## src/rtl/seq_det_ctrl.sv

```systemverilog
// rtl/seq_det_ctrl.sv - configurable serial pattern detector with match counting (option: SEQ_DET_OVERLAP_EN)
module seq_det_ctrl #(
    parameter int MAX_LEN = 8,
    parameter int CNT_W   = 8
) (
    input  logic               clk,
    input  logic               rst,
    input  logic               cfg_valid,
    output logic               cfg_ready,
    input  logic [MAX_LEN-1:0] cfg_pattern,
    input  logic [3:0]         cfg_len,
    input  logic [CNT_W-1:0]   cfg_target,
    output logic               cfg_err,
    input  logic               start,
    input  logic               abort,
    input  logic               data,
    input  logic               data_valid,
    output logic               busy,
    output logic               hit,
    output logic [CNT_W-1:0]   match_cnt,
    output logic               done
);

    localparam int FW = $clog2(MAX_LEN + 1);
    localparam logic [FW-1:0] FILL_MAX = FW'(MAX_LEN);

    localparam logic [1:0] S_IDLE = 2'd0;
    localparam logic [1:0] S_RUN  = 2'd1;
    localparam logic [1:0] S_DONE = 2'd2;

    logic [1:0]         state;
    logic [MAX_LEN-1:0] pat_q;
    logic [3:0]         len_q;
    logic [CNT_W-1:0]   target_q;
    logic               cfg_loaded;
    logic               err_q;

    logic [MAX_LEN-1:0] sr;
    logic [FW-1:0]      fill;
    logic [CNT_W-1:0]   cnt;
    logic               hit_q;

    logic               cfg_fire;
    logic               cfg_len_ok;
    logic [MAX_LEN-1:0] shifted;
    logic [MAX_LEN-1:0] mask;
    logic [FW-1:0]      fill_inc;
    logic               fill_ok;
    logic               window_eq;
    logic               shift_en;
    logic               match;
    logic [CNT_W-1:0]   cnt_inc;
    logic               reach;
    logic               start_run;

    // Handshake, shift/compare window and match qualification
    always_comb begin
        cfg_fire   = cfg_valid && (state == S_IDLE);
        cfg_len_ok = (cfg_len != 4'd0) && (int'(cfg_len) <= MAX_LEN);
        shifted    = {sr[MAX_LEN-2:0], data};
        fill_inc   = (fill == FILL_MAX) ? fill : fill + 1'b1;
        fill_ok    = int'(fill_inc) >= int'(len_q);
        mask       = '0;
        for (int i = 0; i < MAX_LEN; i++) begin
            mask[i] = (i < int'(len_q));
        end
        window_eq  = ((shifted ^ pat_q) & mask) == '0;
        // abort pre-empts any bit sampled in the same cycle
        shift_en   = (state == S_RUN) && data_valid && !abort;
        match      = shift_en && fill_ok && window_eq;
        cnt_inc    = (&cnt) ? cnt : cnt + 1'b1;
        reach      = match && (target_q != '0) && (cnt_inc == target_q);
        start_run  = start && (((state == S_IDLE) && cfg_loaded) ||
                               ((state == S_DONE) && !abort));
    end

    // Run-control state machine; abort has priority over start and target reach
    always_ff @(posedge clk or negedge rst) begin
        if (!rst) begin
            state <= S_IDLE;
        end else begin
            case (state)
                S_IDLE: if (start && cfg_loaded) state <= S_RUN;
                S_RUN: begin
                    if (abort)      state <= S_IDLE;
                    else if (reach) state <= S_DONE;
                end
                S_DONE: begin
                    if (abort)      state <= S_IDLE;
                    else if (start) state <= S_RUN;
                end
                default: state <= S_IDLE;
            endcase
        end
    end

    // Configuration capture; an illegal length completes the handshake but only flags an error
    always_ff @(posedge clk or negedge rst) begin
        if (!rst) begin
            pat_q      <= '0;
            len_q      <= '0;
            target_q   <= '0;
            cfg_loaded <= 1'b0;
            err_q      <= 1'b0;
        end else begin
            err_q <= 1'b0;
            if (cfg_fire) begin
                if (cfg_len_ok) begin
                    pat_q      <= cfg_pattern;
                    len_q      <= cfg_len;
                    target_q   <= cfg_target;
                    cfg_loaded <= 1'b1;
                end else begin
                    err_q <= 1'b1;
                end
            end
        end
    end

    // Shift register, fill count, match counter and hit pulse
    always_ff @(posedge clk or negedge rst) begin
        if (!rst) begin
            sr    <= '0;
            fill  <= '0;
            cnt   <= '0;
            hit_q <= 1'b0;
        end else if (start_run) begin
            sr    <= '0;
            fill  <= '0;
            cnt   <= '0;
            hit_q <= 1'b0;
        end else if (shift_en) begin
            sr    <= shifted;
            hit_q <= match;
`ifdef SEQ_DET_OVERLAP_EN
            fill  <= fill_inc;
`else
            // a match consumes its bits; the next match needs a fresh window
            fill  <= match ? '0 : fill_inc;
`endif
            if (match) cnt <= cnt_inc;
        end else begin
            hit_q <= 1'b0;
        end
    end

    assign cfg_ready = (state == S_IDLE);
    assign busy      = (state == S_RUN);
    assign done      = (state == S_DONE);
    assign hit       = hit_q;
    assign match_cnt = cnt;
    assign cfg_err   = err_q;

endmodule

```

## config.mk

```make
export PLATFORM = sky130hd
export DESIGN_NAME = seq_det_ctrl
export DESIGN_NICKNAME = d
export VERILOG_FILES = /design/src/rtl/seq_det_ctrl.sv
export SDC_FILE = /design/constraint.sdc
export NUM_CORES = 1
export LEC_CHECK = 0
export ABC_AREA = 1
export BUFFER_PORTS_ARGS = -buffer_cell sky130_fd_sc_hd__buf_2
export CAP_MARGIN = 20
export CORE_ASPECT_RATIO = 0.8
export CORE_MARGIN = 2
export CORE_UTILIZATION = 30
export DETAILED_ROUTE_END_ITERATION = 8
export SLEW_MARGIN = 10
export SYNTH_ARGS = -nofsm -noshare
export SYNTH_HDL_FRONTEND = slang
export SYNTH_SLANG_ARGS = --single-unit
```

## constraint.sdc

```tcl
create_clock -name clk -period 2.2 [get_ports clk]
set_input_delay 0.44 -clock clk [delete_from_list [all_inputs] [get_ports clk]]
set_output_delay 0.44 -clock clk [all_outputs]
set_load 0.02 [all_outputs]
```

==> summary.md <==
| Metric | Value |
|---|---|
| Core Rows | 29 |
| # IOs | 40 |
| Setup-failing EPs final | 2 |
| Period utilization | 101% |
| Final Worst Setup Slack | -24.9 ps |
| Routed Antenna Nets | 0 |
| CTS tree | built |
| Die Area | roughly 9000 µm² |
| Yosys warning count | 0 |
| GP Congestion | ~0.85 |
| Gate Count Post-Synth | 319 |
| Fillers | just over 800 |
| Synthesized flop and latch total | 44 |
| Status | complete, but fails checks |
| Area growth, synth to finish | 23.8% |
| Clk slew on worst S/H paths | 90 ps |
| FMAX | ~450 MHz |
| Peak VDD IR | 0.329 mV |
| Port Buf Inserts | 39 |
| Worst slack, placed | -122 ps |
| Worst slew pin tran | 547 ps |
| Reg2reg end | state[0] |
| Worst-Skew Late Latency | ~290 ps |
| RSZ-0062 raised after global routing | true |
| Worst setup SP type | flop |
| Cells after DPL | 468 |
| Pin count of the biggest net entering global routing | 24 |
| Initial core utilization | 31.3% |
| Fin crit period | 2220 ps |
| CTS H-tree lvls | 2 |
| Leak | 1.63 nW |
| Routed vias/inst | roughly 4.6 |
| Post-Syn Area | roughly 2500 µm² |
| WL final | 6010 µm |
| Max-Cap Viols | 0 |
| Worst Skew | 13.1 ps |
| 1st-iter DRT viols | 149 |
| Vias | 2210 |
| Post-DP HPWL | ~4500 µm |
| Arr. time, crit path | about 2400 ps |
| DR WL/cell | 12.4 µm |
| Synthesized Nets | approximately 350 |
| Root buf cell | clkbuf_8 |
| First-pass GRT wire length | just over 10000 µm |
| Seq/Total Area, Yosys | a little over two fifths |
| Non-filler cells, final | 485 |
| Gr ovfl total | 0 |
| Final #Nets | a little over 400 |
| First-pass DRT Iterations | 4 |
| Reg2reg setup slack | -20 ps |
| Sink Count | 44 |
| Synth Area per Inst | approximately 7.9 µm² |
| Max Slew Vio Count | 0 |
| Cell variety after synth | 29 |
| Antenna violations before repair | 0 |
| Final Hold Fails | 0 |
| Core Area | 8020 µm² |
| Buffer depth of the longest clock path | 2 |
| Crit-path max FO | 4 |
| Share of post-route cells with drive strength above 1 | between 20% and 30% |
| GRT Total Usage | between 10% and 20% |
| FF-to-FF path depth | 18 |
| Critical R2R Launch | fill[1] |
| Failing checks | setup timing |
| Num CTS Buffers | 5 |
| HP Class | input port to asynchronous set/reset pin |
| CP startpoint | fill[1] |
| Worst setup path category | flop to flop |
| Worst slew margin | 63.5% |
| # DRC | 0 |
| Cell Pwr Density | a little under 700 nW/µm² |
| Vias in the first global route | ~2200 |
| Ant. Diodes | 0 |
| Die H | 85.8 µm |
| Die X | between 100 and 150 µm |
| Crit path required time | about 2400 ps |
| Setup TNS | -31.2 ps |
| Crit. End Element | flop |
## worst max-delay path: stages (launching register included)
cell	delay (ps)
dfrtp_1	420
inv_2	100
ha_4	150
nand3_4	70
xor2_2	210
inv_1	80
ha_2	180
inv_2	50
nand2_2	40
nand2_2	60
nand2_1	50
nand3_1	80
nand2_1	60
inv_2	70
nand3_4	120
nor2_4	130
nand3_2	90
nand2_1	90
nand2_1	40
## placed cells by master, fill, tap and decap left out, drive strengths merged
master  netlist  layout
nand2        86      86
buf           3      54
inv          46      46
dfrtp        44      44
nand3        38      38
nor2         34      34
o21ai        19      19
a21oi        14      14
mux2          7       7
ha            7       7
clkbuf        1       6
xor2          6       6
nand4         6       6
xnor2         3       3
o22ai         2       2
clkinv        0       2
a31oi         1       1
o211ai        1       1
a22o          1       1
## flip-flops by register name, summed over array words and instances, names as in the netlist
name        cells
target_q        8
match_cnt       8
len_q           4
pat_q           8
fill            4
cfg_loaded      1
cfg_err         1
state           2
hit             1
sr              7
## report_power, final
group          switching, mW  internal (mW)  leakage, nW
combinational          0.351          0.250         1.03
clock                  0.275          0.251       0.0510
sequential            0.0862          0.918        0.552
total                  0.711           1.42         1.63
## Yosys cell counts, drive strengths merged
cell type / instances / area share, %
a21oi: 14 / 2.8
nand2: 86 / 13
nand3: 38 / 8.0
a31oi: 1 / 0.25
o22ai: 2 / 0.50
a22o: 1 / 0.35
o211ai: 1 / 0.50
xor2: 6 / 2.1
inv: 46 / 6.9
nor2: 34 / 7.2
xnor2: 3 / 1.0
ha: 7 / 3.5
o21ai: 19 / 3.8
dfrtp: 44 / 44
clkbuf: 1 / 0.15
nand4: 6 / 1.7
mux2: 7 / 3.1
buf: 3 / 0.85
## metrics by stage
step	util (%)	area, µm²	hold slack [ps]	power, mW
6_report	38.8	3110	124	2.13
5_1_grt	38.8	3110	163	2.29
4_1_cts	37.9	3040	138	2.11
3_5_place_dp	35.8	2870	460	1.56
3_3_place_gp	35.8	2870	459	1.54
2_1_floorplan	-	2510	144	1.39
## cell type report
type / instances / area (µm²) / area share, %
clock buffer: 6 / 82.6 / 2.66
clock inverter: 2 / 10.0 / 0.322
inverter: 46 / 173 / 5.56
multi-input combinational: 225 / 1280 / 41.3
sequential: 44 / 1100 / 35.4
tap: 108 / 135 / 4.35
timing repair buffer: 54 / 324 / 10.4
## cell families (layout without fill, tap and decap cells)
group / after synthesis / count (layout) / synth area share [%]
buf+inv: 50 / 108 / 7.87
compound gates: 38 / 38 / 8.17
flops: 44 / 44 / 43.8
mux: 7 / 7 / 3.14
fa+ha+maj: 7 / 7 / 3.49
xor+xnor: 9 / 9 / 3.14
simple gates: 164 / 164 / 30.3
## worst max path at each step
stage	endpoint	slack [ps]	cells past startpoint
CTS	fill[3]	9	15
finish	state[0]	-20	18
global placement	fill[2]	10	15
floorplan	state[0]	190	15
detailed placement	fill[3]	-120	15
global route	state[0]	-180	18
## layer usage
layer / routed length, µm / track usage, %
met3: 395 / 3.04
met4: 23 / 3.11
met2: 2420 / 19.6
met5: 0 / 0
met1: 3170 / 22.3
## what timing repair did
action | in CTS | in global routing
hold endpoints to repair | 0 | 0
endpoints found under the setup margin | 7 | 15
gates resized for setup | 4 | 16
setup buffers | 7 | 2
pin swaps | 2 | 13
hold buffers | 0 | 0
Note: power is estimated with default switching activity, not from simulation.
